`src/rtl/mul_sequencer_if.sv`:
```
// Handshake and shared-ALU bus of the shift-add multiply sequencer.
// The master side starts multiplies and provides the ALU; the slave side
// is the sequencer.
interface mul_sequencer_if #(
  parameter int DATAWIDTH = 32
);
  logic                 start_i;
  logic [DATAWIDTH-1:0] opA_i;
  logic [DATAWIDTH-1:0] opB_i;
  logic                 ready_o;
  logic                 busy_o;
  logic                 done_o;
  logic [DATAWIDTH-1:0] result_o;
  logic [DATAWIDTH-1:0] alu_srcA_o;
  logic [DATAWIDTH-1:0] alu_srcB_o;
  logic [3:0]           alu_ctrl_o;
  logic                 alu_req_o;
  logic [DATAWIDTH-1:0] alu_result_i;

  modport master (
    output start_i, opA_i, opB_i, alu_result_i,
    input  ready_o, busy_o, done_o, result_o,
           alu_srcA_o, alu_srcB_o, alu_ctrl_o, alu_req_o
  );

  modport slave (
    input  start_i, opA_i, opB_i, alu_result_i,
    output ready_o, busy_o, done_o, result_o,
           alu_srcA_o, alu_srcB_o, alu_ctrl_o, alu_req_o
  );
endinterface

```
`src/rtl/mul_sequencer.sv`:
```
// Iterative shift-add multiplier that borrows an external adder (shared ALU).
// One multiplier bit is retired per RUN cycle; the low DATAWIDTH bits of
// opA*opB are registered on entry to DONE and held afterwards.
// Optional feature: define MUL_EARLY_EXIT_EN to leave RUN as soon as the
// remaining multiplier bits are all zero (and to skip RUN when opB is zero).
module mul_sequencer #(
  parameter int DATAWIDTH = 32,
  parameter int CNT_WIDTH = 6
) (
  input logic            clk_i,
  input logic            rst_ni,
  mul_sequencer_if.slave bus
);

  localparam logic [1:0] S_IDLE = 2'd0;
  localparam logic [1:0] S_RUN  = 2'd1;
  localparam logic [1:0] S_DONE = 2'd2;

  localparam logic [CNT_WIDTH-1:0] LAST_CNT = CNT_WIDTH'(DATAWIDTH - 1);

  logic [1:0]           state;
  logic [DATAWIDTH-1:0] acc;
  logic [DATAWIDTH-1:0] mcand;
  logic [DATAWIDTH-1:0] mplier;
  logic [CNT_WIDTH-1:0] cnt;
  logic [DATAWIDTH-1:0] result;

  logic [DATAWIDTH-1:0] acc_next;
  logic [DATAWIDTH-1:0] mplier_next;
  logic                 run_last;

  // Next accumulator / multiplier values and the "this is the last RUN cycle" decision.
  // NOTE: every always_comb output gets a default first so no path leaves it unassigned (no latch).
  always_comb begin
    acc_next    = acc;
    mplier_next = mplier >> 1;
    run_last    = (cnt == LAST_CNT);
    if (mplier[0]) begin
      acc_next = bus.alu_result_i;
    end
`ifdef MUL_EARLY_EXIT_EN
    if (mplier_next == '0) begin
      run_last = 1'b1;
    end
`endif
  end

  // Sequencer state, datapath registers and the held result.
  // NOTE: reset is sampled on the clock edge here (synchronous), and all state uses <= so
  // every register sees the pre-edge values of the others.
  always_ff @(posedge clk_i) begin
    if (!rst_ni) begin
      state  <= S_IDLE;
      acc    <= '0;
      mcand  <= '0;
      mplier <= '0;
      cnt    <= '0;
      result <= '0;
    end else begin
      case (state)
        S_IDLE, S_DONE: begin
          if (bus.start_i) begin
            acc    <= '0;
            mcand  <= bus.opA_i;
            mplier <= bus.opB_i;
            cnt    <= '0;
`ifdef MUL_EARLY_EXIT_EN
            if (bus.opB_i == '0) begin
              state  <= S_DONE;
              result <= '0;
            end else begin
              state <= S_RUN;
            end
`else
            state <= S_RUN;
`endif
          end else if (state == S_DONE) begin
            state <= S_IDLE;
          end
        end

        S_RUN: begin
          acc    <= acc_next;
          mcand  <= mcand << 1;
          mplier <= mplier_next;
          cnt    <= cnt + CNT_WIDTH'(1);
          if (run_last) begin
            state  <= S_DONE;
            result <= acc_next;
          end
        end

        default: state <= S_IDLE;
      endcase
    end
  end

  // Status and shared-ALU drive; start is ignored while RUN since ready is low there.
  assign bus.ready_o    = (state != S_RUN);
  assign bus.busy_o     = (state == S_RUN);
  assign bus.done_o     = (state == S_DONE);
  assign bus.result_o   = result;
  assign bus.alu_srcA_o = acc;
  assign bus.alu_srcB_o = mcand;
  assign bus.alu_ctrl_o = 4'b0000;
  assign bus.alu_req_o  = (state == S_RUN) && mplier[0];

endmodule

```
`src/flat_wrapper.sv`:
```
// flat-port wrapper written by rule: the top's interface ports become plain ports
module mul_sequencer_flat 
#(
  parameter int DATAWIDTH = 32,
  parameter int CNT_WIDTH = 6
)
  (clk_i, rst_ni, bus_start_i, bus_opA_i, bus_opB_i, bus_alu_result_i, bus_ready_o, bus_busy_o, bus_done_o, bus_result_o, bus_alu_srcA_o, bus_alu_srcB_o, bus_alu_ctrl_o, bus_alu_req_o);
  mul_sequencer_if #(.DATAWIDTH(DATAWIDTH)) bus_i ();
  input logic clk_i;
  input logic rst_ni;
  input wire logic [$bits(bus_i.start_i)-1:0] bus_start_i;
  input wire logic [$bits(bus_i.opA_i)-1:0] bus_opA_i;
  input wire logic [$bits(bus_i.opB_i)-1:0] bus_opB_i;
  input wire logic [$bits(bus_i.alu_result_i)-1:0] bus_alu_result_i;
  output wire logic [$bits(bus_i.ready_o)-1:0] bus_ready_o;
  output wire logic [$bits(bus_i.busy_o)-1:0] bus_busy_o;
  output wire logic [$bits(bus_i.done_o)-1:0] bus_done_o;
  output wire logic [$bits(bus_i.result_o)-1:0] bus_result_o;
  output wire logic [$bits(bus_i.alu_srcA_o)-1:0] bus_alu_srcA_o;
  output wire logic [$bits(bus_i.alu_srcB_o)-1:0] bus_alu_srcB_o;
  output wire logic [$bits(bus_i.alu_ctrl_o)-1:0] bus_alu_ctrl_o;
  output wire logic [$bits(bus_i.alu_req_o)-1:0] bus_alu_req_o;
  assign bus_i.start_i = bus_start_i;
  assign bus_i.opA_i = bus_opA_i;
  assign bus_i.opB_i = bus_opB_i;
  assign bus_i.alu_result_i = bus_alu_result_i;
  assign bus_ready_o = bus_i.ready_o;
  assign bus_busy_o = bus_i.busy_o;
  assign bus_done_o = bus_i.done_o;
  assign bus_result_o = bus_i.result_o;
  assign bus_alu_srcA_o = bus_i.alu_srcA_o;
  assign bus_alu_srcB_o = bus_i.alu_srcB_o;
  assign bus_alu_ctrl_o = bus_i.alu_ctrl_o;
  assign bus_alu_req_o = bus_i.alu_req_o;
  mul_sequencer #(.DATAWIDTH(DATAWIDTH), .CNT_WIDTH(CNT_WIDTH)) u_core (.clk_i(clk_i), .rst_ni(rst_ni), .bus(bus_i));
endmodule
```
`config.mk`:
```
export PLATFORM = sky130hd
export DESIGN_NAME = mul_sequencer_flat
export DESIGN_NICKNAME = d
export VERILOG_FILES = /design/src/rtl/mul_sequencer_if.sv /design/src/rtl/mul_sequencer.sv /design/src/flat_wrapper.sv
export SDC_FILE = /design/constraint.sdc
export NUM_CORES = 1
export LEC_CHECK = 0
export ABC_AREA = 0
export CAP_MARGIN = 10
export CORE_ASPECT_RATIO = 0.7
export CORE_UTILIZATION = 30
export DETAILED_ROUTE_END_ITERATION = 7
export SYNTH_ARGS = -nofsm -noshare
export SYNTH_HDL_FRONTEND = slang
export SYNTH_SLANG_ARGS = --single-unit
```
`constraint.sdc`:
```
create_clock -name clk_i -period 3.5 [get_ports clk_i]
set_clock_uncertainty 0.1 [all_clocks]
set_input_delay 0.7 -clock clk_i [delete_from_list [all_inputs] [get_ports clk_i]]
set_output_delay 0.7 -clock clk_i [all_outputs]
set_load 0.03 [all_outputs]
```
# Yosys cells after proc, flatten, opt, wreduce, memory -nomap -nowiden

Cells that the tools add are included.

$add $sub $neg: 1
Equal/unequal tests: 7
Reduce and logical (&&, ||, !) cells: 7
Multiplexer cells: 13

Operators by type and width:

| kind                                                            | number |
|---|---|
| 32-bit case mux with 2 select lines                             | 3 |
| 32-bit 2-to-1 mux                                               | 4 |
| 6-bit case mux with 2 select lines                              | 1 |
| 6-bit by 1-bit adder with 6-bit output, second input constant   | 1 |
| 6-bit by 5-bit == test with 1-bit output, second input constant | 1 |
| 2-bit 2-to-1 mux                                                | 3 |
| 6-bit 2-to-1 mux                                                | 1 |
| 2-bit AND reduction                                             | 3 |
| 2-bit by 1-bit != test with 1-bit output, second input constant | 2 |
| 2-bit case mux with 2 select lines                              | 1 |
| 3-bit != test, second input constant                            | 1 |
| 2-bit by 1-bit == test with 1-bit output, second input constant | 1 |
| 2-bit == test, second input constant                            | 1 |
| 2-bit zero test                                                 | 1 |
| 2-bit != test, second input constant                            | 1 |
| 2-bit nonzero test                                              | 1 |
| 2-bit OR reduction                                              | 1 |
| 1-bit logical AND                                               | 1 |

Word-level logic and storage cells: 34
Bits in registers: 136

# Longest topological paths before layout

Gate-level depths: netlist (run 1).

Depth in word-level cells: 4
Gate-level depth with buffers: 6
Mapped depth without buffers: 4

# Least setup slack after synthesis (run 1)

No wires, ideal clock.

Kind: reg2out
Start: register u_core.state[1]
End: output bus_alu_req_o
Path buffers: 1
Path slack: 1.531 ns
Data required time: 2.700 ns
Cell stages (with the launch flop): 5
Arrival: 1.169 ns
Cell sequence: dfxtp_1 > nand2b_1 > inv_2 > buf_2 > and2_1

Longest elaborated chain between the ends: 2

Ends and longest elaborated chain:

| what                                     | line                 | text |
|---|---|---|
| start, declared                          | mul_sequencer.sv:21  | `logic [1:0] state;` |
| start signal, assigned                   | mul_sequencer.sv:53  | `state <= S_IDLE;` |
| start signal, assigned                   | mul_sequencer.sv:75  | `state <= S_RUN;` |
| start signal, assigned                   | mul_sequencer.sv:78  | `state <= S_IDLE;` |
| 2-bit by 1-bit == test with 1-bit output | --                   |  |
| via bus_busy_o                           | flat_wrapper.sv:16   | `output wire logic [$bits(bus_i.busy_o)-1:0] bus_busy_o;` |
| 1-bit logical AND                        | mul_sequencer.sv:106 | `assign bus.alu_req_o = (state == S_RUN) && mplier[0];` |
| end, declared                            | flat_wrapper.sv:22   | `output wire logic [$bits(bus_i.alu_req_o)-1:0] bus_alu_req_o;` |

The timed path passes the listed nets, and every way through them passes these cells.

# Worst setup path after layout (run 1)

Start: register u_core.state[0]
End: output bus_alu_req_o

Longest elaborated chain between the ends: 2

Ends and longest elaborated chain:

| what                                     | line |
|---|---|
| 2-bit by 1-bit == test with 1-bit output | mul_sequencer.sv:106 |
| 1-bit logical AND                        | mul_sequencer.sv:106 |

Every way passes these cells.

==> run metrics, run 1 <==
Min-Delay Path Depth=2; number of post-CTS setup repair buffers=0; largest net degree at the start of global routing=69; CTS Buffer Depth=2; IO Pins=203; number of hold buffers added after cts=0; Synth area leader=sky130_fd_sc_hd__dfxtp_1; row count=42; warnings from Yosys=0; post-synth top area share=45.5%; run status=completed; fraction of the yosys area taken by sequential cells=45.5%; insertion delay to the later sink of the worst-skew pair=410 ps; Tmin final=2780 ps; Synth Instances=666; initial cell density of the core=31.1%; most common flop cell mapped by yosys=sky130_fd_sc_hd__dfxtp_1; number of distinct library cells after synthesis=28; Final HPWL DP=11.7 mm; Setup-failing EPs final=0; number of sinks driven by the clock tree=136; count leader, synth=sky130_fd_sc_hd__dfxtp_1; ranking of synthesized cells by area=sky130_fd_sc_hd__dfxtp_1 45%, sky130_fd_sc_hd__a21boi_1 9.7%, sky130_fd_sc_hd__nand3_1 8.5%, sky130_fd_sc_hd__a22oi_1 7.8%, sky130_fd_sc_hd__mux2_2 6.0%; final weighted congestion in routability-driven placement=0.766; class of the tightest hold or removal check=flop to flop; Critical Path Source Type=flop; setup repair after global routing missed its margin=no; number of search-and-repair iterations in the first detailed-routing pass=5; Netlist Area Pre-Place=0.00599 mm2; per-cell via count in the routed design=5.13; vias in the first global route=5346; most instantiated cells after synthesis=136 x sky130_fd_sc_hd__dfxtp_1, 102 x sky130_fd_sc_hd__nand3_1, 77 x sky130_fd_sc_hd__a21boi_1; share of layout cells above drive strength 1=10.2%; power density over the cells=476 mW/mm2; root buffer cell=sky130_fd_sc_hd__clkbuf_16; H-Tree Depth=4; Least-Margin Pin Slew=807 ps; remaining global-route overflow=0; Post-Route Setup TNS=0 ps; depth of the worst register-to-register path=5; global-route total usage across every layer=18.4%; CTS tree=built; total of flip-flops plus latches after synthesis=136; final count of pins violating max slew=0; Routed WL per cell=16.9 um; clock transition time at the flip-flop clock pins of the worst setup and hold paths=60 ps; number of clock buffers inserted by TritonCTS=17; area of the core=0.0192 mm2; number of hold violations in the final report=0; fill count=1888; fraction of the cycle the final worst path needs=79.5%; vias=5646; worst path arrival time=1980 ps; die outline width=171 um; initial antenna violation count=0; post-cts resize count=0; fmax=359 MHz; count of nets after finishing=925; r2r setup slk=1330 ps; Slew HR=46.2%; number of nets with antenna violations after routing=0; Setup CP Type=flop to primary output; wire length of the first global-routing pass=29.4 mm; Layout area overhead=45.6%; worst path required time=2700 ps; crit end category=primary output; DR DRC count=0; critical-path maximum fanout=5; number of port buffers=198; Die Y=120 um; hold path endpoint=u_core.bus.result_o[5]; capturing point of the worst reg2reg path=u_core.mplier[31]; total wire length=18.6 mm; Avg Synthesized Cell Area=8.99 um2; worst-case hold slack=348 ps; EDFF count, synth=0; Reg2Reg Launch Point=u_core.state[0]; cell leakage power=0.00307 uW; worst vdd rail ir drop=0.301 mV; async set-reset flop share out of synthesis=0%; DRC marker count from the first detailed-route iteration=333; number of maximum-capacitance violations=0; startpoint of the tightest hold check path=u_core.bus.result_o[5]; total die area=0.0205 mm2; CP startpoint=u_core.state[0]
## state kept, by name, summed over array words and instances (netlist names)
name / cells
u_core.mplier: 32
u_core.bus.alu_srcA_o: 32
u_core.cnt: 6
u_core.bus.alu_srcB_o: 32
u_core.state: 2
u_core.bus.result_o: 32
## final cells by class
| cell class | count | area (um2) | share of cell area [%] |
|---|---|---|---|
| multi-input combinational | 455 | 2900 | 33.3 |
| clock inverter | 11 | 174 | 2.00 |
| antenna | 1 | 2.50 | 0.0287 |
| clock buffer | 19 | 453 | 5.20 |
| timing repair buffer | 214 | 2120 | 24.4 |
| sequential | 136 | 2720 | 31.2 |
| inverter | 1 | 5.00 | 0.0574 |
| tap | 264 | 330 | 3.79 |
## per-stage QoR
stage	std cells	setup slack (ps)	power (uW)	util, %	area [um2]
finish	1101	716	4150	45.3	8720
global route	1100	592	4320	45.3	8710
CTS	1100	685	4190	45.3	8710
detailed placement	1070	863	2260	42.1	8090
global placement	1070	931	2260	42.1	8090
floorplan	669	1530	2010	-	6000
## critical path: stages (launching register included)
cell                              delay [ps]
sky130_fd_sc_hd__dfxtp_1                 510
sky130_fd_sc_hd__nand2b_4                110
sky130_fd_sc_hd__clkinv_2                100
sky130_fd_sc_hd__and2_1                  140
sky130_fd_sc_hd__clkdlybuf4s50_1         710
## where the power goes
group	switching, uW	total [uW]	internal (uW)	leakage (uW)
Sequential	45.0	1650	1610	0.00111
Clock	695	1920	1220	0.000297
Combinational	310	574	264	0.00166
## per-layer routing
layer	GRT usage, %	share of wire (%)	up-vias
met5	0	0	-
met4	4.74	0.76	0
met3	7.36	9.4	9
met2	24.9	40	194
met1	26.7	50	2707
li1	-	-	2736
## kinds of logic (layout without fill, tap and decap cells)
kind of cell	after synthesis	count (layout)	share of synthesized area (%)
compound gates	194	194	22.9
fa+ha+maj	1	1	0.209
buf+inv	78	245	6.58
flops	136	136	45.5
mux	35	35	6.52
other cells	1	5	0.0626
simple gates	221	221	18.2
## how the worst max path moves through the flow
stage | endpoint | slack [ps]
CTS | bus_alu_req_o | 690
finish | bus_alu_req_o | 720
floorplan | bus_alu_req_o | 1530
global placement | u_core.mplier[16] | 930
global route | bus_alu_req_o | 590
detailed placement | u_core.mplier[14] | 860
## cell usage in the layout (no fill, tap or decap)
cell / count
sky130_fd_sc_hd__clkinv_4: 3
sky130_fd_sc_hd__conb_1: 4
sky130_fd_sc_hd__nand2b_4: 2
sky130_fd_sc_hd__nor2_1: 1
sky130_fd_sc_hd__nand3_1: 102
sky130_fd_sc_hd__and4b_1: 1
sky130_fd_sc_hd__dfxtp_1: 135
sky130_fd_sc_hd__o21ai_1: 30
sky130_fd_sc_hd__a31oi_1: 1
sky130_fd_sc_hd__mux2i_1: 3
sky130_fd_sc_hd__and2_1: 1
sky130_fd_sc_hd__nand2_1: 68
sky130_fd_sc_hd__clkinvlp_4: 3
sky130_fd_sc_hd__clkinv_2: 2
sky130_fd_sc_hd__dfxtp_2: 1
sky130_fd_sc_hd__clkdlybuf4s50_1: 197
sky130_fd_sc_hd__ha_1: 1
sky130_fd_sc_hd__nand4_1: 34
sky130_fd_sc_hd__a21boi_1: 77
sky130_fd_sc_hd__and2_4: 1
sky130_fd_sc_hd__o21ai_0: 3
sky130_fd_sc_hd__and3b_1: 1
sky130_fd_sc_hd__nand2b_1: 4
sky130_fd_sc_hd__nor2b_4: 1
sky130_fd_sc_hd__o21a_1: 1
sky130_fd_sc_hd__clkbuf_16: 17
sky130_fd_sc_hd__buf_12: 2
sky130_fd_sc_hd__nor2b_1: 1
sky130_fd_sc_hd__buf_4: 15
sky130_fd_sc_hd__a21boi_0: 20
sky130_fd_sc_hd__diode_2: 1
sky130_fd_sc_hd__a22oi_1: 62
sky130_fd_sc_hd__and3_1: 4
sky130_fd_sc_hd__mux2_2: 32
sky130_fd_sc_hd__bufinv_16: 4
sky130_fd_sc_hd__clkbuf_8: 2
(Power assumes the default switching activity.)
==> run 2: changes to the inputs <==
==> constraint.sdc (replaced) <==
create_clock -name clk_i -period 2.5 [get_ports clk_i]
set_clock_uncertainty 0.1 [all_clocks]
set_input_delay 0.5 -clock clk_i [delete_from_list [all_inputs] [get_ports clk_i]]
set_output_delay 0.5 -clock clk_i [all_outputs]
set_load 0.03 [all_outputs]
==> run metrics, run 2 (synthesis gave the netlist of run 1 again) <==
run status=completed; share of total power in combinational logic=13.8% (about the same); initial antenna violation count=0 (unchanged); area of all placed cells without fillers=0.00878 mm2 (+0.67%); initial cell density of the core=31.1% (unchanged); die outline width=171 um (unchanged); post-cts resize count=1 (+1); Setup CP Type=flop to primary output; final count of pins violating max slew=0 (unchanged); Critical Path Source Type=flop; CTS Buffer Depth=2 (unchanged); setup repair after global routing missed its margin=no; DRC marker count from the first detailed-route iteration=378 (+14%); worst path arrival time=1750 ps (-230 ps); Die Y=120 um (unchanged); critical-path maximum fanout=5 (unchanged); total wire length=18.7 mm (+0.20%); number of maximum-capacitance violations=0 (unchanged); root buffer cell=sky130_fd_sc_hd__clkbuf_16; Layout area overhead=46.6%; global-route total usage across every layer=18.6% (+0.16 points); Least-Margin Pin Slew=862 ps (+55.4 ps); vias in the first global route=5406 (+1.1%); vias=5568 (-1.4%); number of hold violations in the final report=0 (unchanged); most common cell after layout, fill and taps aside=sky130_fd_sc_hd__clkdlybuf4s50_1; insertion delay to the later sink of the worst-skew pair=420 ps (about the same); clock transition time at the flip-flop clock pins of the worst setup and hold paths=60 ps (about the same); number of hold buffers added after cts=0 (unchanged); count of nets after finishing=924 (-0.11%); number of sinks driven by the clock tree=136 (unchanged); DR DRC count=0 (unchanged); fmax=426 MHz; cell leakage power=0.00311 uW (+1.4%); number of clock buffers inserted by TritonCTS=17 (unchanged); remaining global-route overflow=0 (unchanged); fraction of the cycle the final worst path needs=93.9%; Post-Place Setup Slack=383 ps (-481 ps); power density over the cells=670 mW/mm2 (+41%); Ant. Diodes=0 (-1); Post-Route Setup TNS=0 ps (unchanged); Slew HR=42.5% (-3.7 points); final weighted congestion in routability-driven placement=0.764 (-0.21%); largest net degree at the start of global routing=101 (+46%); worst vdd rail ir drop=0.405 mV (+34%); wire length of the first global-routing pass=29.9 mm (+1.8%); Setup-failing EPs final=0 (unchanged); worst-case hold slack=346 ps (-2.44 ps); share of layout cells above drive strength 1=10.3% (+0.11 points); most frequent cells in the layout=195 x sky130_fd_sc_hd__clkdlybuf4s50_1, 135 x sky130_fd_sc_hd__dfxtp_1, 102 x sky130_fd_sc_hd__nand3_1; number of post-CTS setup repair buffers=0 (unchanged); Pint=4360 uW (+41%); net switching power=1510 uW (+44%); CTS tree=built; fill count=1865 (-1.2%); crit end category=primary output; per-cell via count in the routed design=5.06 (-1.4%); clock group share of total power=46.8% (+0.5 points); class of the tightest hold or removal check=flop to flop; Routed WL per cell=17.0 um (+0.20%); IO Pins=203 (unchanged); row count=42 (unchanged); Worst Slack Setup Final=152 ps (-564 ps); number of port buffers=198 (unchanged); Switching Share=25.7% (+0.43 points); H-Tree Depth=4 (unchanged); register share of total power=39.4% (-0.5 points); area of the core=0.0192 mm2 (unchanged); cell area after placement=0.00813 mm2 (+0.53%); number of nets with antenna violations after routing=0 (unchanged); Final HPWL DP=11.5 mm (-1.6%); total die area=0.0205 mm2 (unchanged); Tmin final=2350 ps; number of search-and-repair iterations in the first detailed-routing pass=5 (unchanged); worst path required time=1900 ps (-800 ps)
-- run 2: cell types whose count changed in the layout (fill, tap and decap cells not counted), sizes merged --
cell,previous run,this run
clkinv,5,3
dlymetal6s2s,0,1
inv,0,4
buf,17,16
diode,1,0
clkdlybuf4s50,197,195
dlygate4sd2,0,1
-- run 2: worst paths after layout --
path	startpoint	to	slack (ps)	depth (start not counted)
worst max-delay path	u_core.state[0]	bus_done_o	150	2
worst min-delay path	u_core.bus.result_o[8]	u_core.bus.result_o[8]	350	2
worst max register to register	u_core.state[0]	u_core.mplier[0]	460	5
worst min register to register	u_core.bus.result_o[8]	u_core.bus.result_o[8]	350	2
-- run 2: worst max-delay path: stages (launching register included) --
cell	delay, ps
sky130_fd_sc_hd__dfxtp_1	380
sky130_fd_sc_hd__nor2b_1	200
sky130_fd_sc_hd__clkdlybuf4s50_1	750
-- run 2: power groups by stage --
stage / clock network, uW / registers (uW) / logic, uW
CTS: 2820 / 2310 / 818
floorplan: 0 / 2430 / 379
global route: 2910 / 2330 / 872
detailed placement: 0 / 2360 / 816
global placement: 0 / 2360 / 814
finish: 2750 / 2320 / 809
-- run 2: per-stage QoR --
step,utilization (%),total power (uW),std cells
after floorplan,-,2810,669
after global routing,45.6,6110,1101
after CTS,45.6,5950,1101
after detailed placement,42.3,3180,1069
final,45.6,5880,1101
after global placement,42.3,3180,1069
-- run 2: cell type report --
type                    instances  area [um2]  area share, %
well taps                     264         330           3.76
clock inverters                13         191           2.18
repair buffers                213        2170           24.7
inverters                       1        5.00         0.0570
multi-input cells             455        2900           33.1
clock buffers                  19         453           5.16
flip-flops and latches        136        2720           31.0
-- run 2: routing by layer --
metal	part of all wire (%)	track usage, %	vias up
met4	0.79	4.69	0
li1	-	-	2738
met3	8.1	5.86	9
met5	0	0	-
met1	51	27.6	2623
met2	40	25.5	198
==> run 3: changes to the inputs <==
--- a/config.mk
+++ b/config.mk
@@ -10,6 +10,7 @@
 export CORE_ASPECT_RATIO = 0.7
 export CORE_UTILIZATION = 30
 export DETAILED_ROUTE_END_ITERATION = 7
+export SETUP_SLACK_MARGIN = 0.4
 export SYNTH_ARGS = -nofsm -noshare
 export SYNTH_HDL_FRONTEND = slang
 export SYNTH_SLANG_ARGS = --single-unit
==> run metrics, run 3 (synthesis gave the netlist of run 1 again) <==
run status=completed; final count of pins violating max slew=0 (unchanged); share of layout cells above drive strength 1=10.6% (+0.36 points); worst path buffer plus inverter count=1 (unchanged); remaining global-route overflow=0 (unchanged); insertion delay to the later sink of the worst-skew pair=410 ps (about the same); Layout area overhead=48.2%; depth of the worst register-to-register path=4 (-1); net switching power=1510 uW (about the same); Routed WL per cell=17.1 um (+0.64%); number of port buffers=198 (unchanged); row count=42 (unchanged); cell leakage power=0.00390 uW (+25%); worst path arrival time=1460 ps (-290 ps); longest individual stage delay on the worst path=690 ps (-60 ps); crit end category=primary output; worst vdd rail ir drop=0.401 mV (-0.89%); crit path cell chain=clkdlybuf4s50_1; PnR Total Power=5870 uW (-0.15%); most common cell after layout, fill and taps aside=sky130_fd_sc_hd__clkdlybuf4s50_1; Post-Place Setup Slack=383 ps (unchanged); setup repair after global routing missed its margin=no; number of hold buffers added after cts=0 (unchanged); post-cts resize count=17 (+16); power density over the cells=661 mW/mm2 (-1.2%); DR DRC count=0 (unchanged); number of maximum-capacitance violations=0 (unchanged); worst path required time=1900 ps (about the same); total wire length=18.8 mm (+0.64%); initial antenna violation count=1 (+1); hold path endpoint=u_core.bus.result_o[10]; capturing point of the worst reg2reg path=u_core.bus.result_o[0]; H-Tree Depth=4 (unchanged); vias in the first global route=5411 (+0.092%); Critical Path Source Type=flop; clock group share of total power=46.9% (about the same); largest net degree at the start of global routing=101 (unchanged); Setup CP Type=flop to primary output; number of search-and-repair iterations in the first detailed-routing pass=5 (unchanged); CTS tree=built; vias=5599 (+0.56%); Least-Margin Pin Slew=614 ps (-248 ps); wire length of the first global-routing pass=29.9 mm (about the same); CTS Buffer Depth=2 (unchanged); worst-case hold slack=348 ps (+1.74 ps); largest delay contributor family on the critical path=buffers and inverters; Ant. Diodes=0 (unchanged); Final HPWL DP=11.5 mm (unchanged); per-cell via count in the routed design=5.09 (+0.56%); Switching Share=25.8% (+0.048 points); Post-Route Setup TNS=0 ps (unchanged); final weighted congestion in routability-driven placement=0.764 (unchanged); class of the tightest hold or removal check=flop to flop; register share of total power=39.5% (about the same); fmax=486 MHz (+14%); Die Y=120 um (unchanged); startpoint of the tightest hold check path=u_core.bus.result_o[10]; critical-path maximum fanout=3 (-2); most frequent cells in the layout=140 x sky130_fd_sc_hd__clkdlybuf4s50_1, 134 x sky130_fd_sc_hd__dfxtp_1, 102 x sky130_fd_sc_hd__nand3_1; share of total power in combinational logic=13.6% (-0.2 points); Min-Delay Path Depth=2 (unchanged); die outline width=171 um (unchanged); Worst Slack Setup Final=441 ps (+289 ps); fraction of the cycle the final worst path needs=82.4% (-12 points); DRC marker count from the first detailed-route iteration=413 (+9.3%); initial cell density of the core=31.1% (unchanged); IO Pins=203 (unchanged); root buffer cell=sky130_fd_sc_hd__clkbuf_16; count of nets after finishing=924 (unchanged); Reg2Reg Launch Point=u_core.cnt[2]; slowest CP cell=sky130_fd_sc_hd__clkdlybuf4s50_1; global-route total usage across every layer=18.6% (about the same); area of the core=0.0192 mm2 (unchanged); number of post-CTS setup repair buffers=0 (unchanged); r2r setup slk=780 ps (+320 ps); clock transition time at the flip-flop clock pins of the worst setup and hold paths=60 ps (about the same); number of nets with antenna violations after routing=0 (unchanged); Setup-failing EPs final=0 (unchanged); number of clock buffers inserted by TritonCTS=17 (unchanged); Tmin final=2060 ps (-289 ps); total die area=0.0205 mm2 (unchanged); Slew HR=59.1% (+17 points); number of hold violations in the final report=0 (unchanged); Pint=4350 uW (-0.22%); number of sinks driven by the clock tree=136 (unchanged)
run 3: per-layer routing:
metal / up-vias / part of all wire (%) / track usage, %
met1: 2656 / 51 / 27.6
met3: 9 / 7.8 / 5.86
met2: 201 / 41 / 25.6
li1: 2733 / - / -
met5: - / 0 / 0
met4: 0 / 0.78 / 4.69
run 3: final cells by class:
| type | instances | area, um2 |
|---|---|---|
| Clock inverter | 13 | 191 |
| Tap cell | 264 | 330 |
| Inverter | 1 | 6.26 |
| Timing Repair Buffer | 213 | 2260 |
| Sequential cell | 136 | 2730 |
| Multi-Input combinational cell | 455 | 2900 |
| Fill cell | 1846 | 10400 |
| Clock buffer | 19 | 453 |
run 3: how the worst max path moves through the flow:
stage	startpoint	to	slack, ps	cells past startpoint
floorplan	u_core.state[1]	bus_alu_req_o	730	4
global placement	u_core.state[0]	bus_alu_req_o	400	4
detailed placement	u_core.state[0]	bus_alu_req_o	380	4
CTS	u_core.state[1]	bus_alu_req_o	260	4
global route	u_core.bus.alu_srcB_o[15]	bus_alu_srcB_o[15]	400	1
finish	u_core.bus.alu_srcB_o[29]	bus_alu_srcB_o[29]	440	1
run 3: power by group through the flow:
stage                     Combinational [uW]  Clock (uW)  Sequential (uW)
final                                    801        2750             2310
after global routing                     863        2910             2330
after CTS                                811        2820             2310
after detailed placement                 816           0             2360
after global placement                   814           0             2360
after floorplan                          379           0             2430
run 3: per-stage QoR:
| step | util (%) | area (um2) | cells |
|---|---|---|---|
| 2_1_floorplan | - | 6000 | 669 |
| 3_3_place_gp | 42.3 | 8130 | 1069 |
| 3_5_place_dp | 42.3 | 8130 | 1069 |
| 4_1_cts | 45.6 | 8760 | 1101 |
| 5_1_grt | 46.1 | 8870 | 1101 |
| 6_report | 46.1 | 8870 | 1101 |
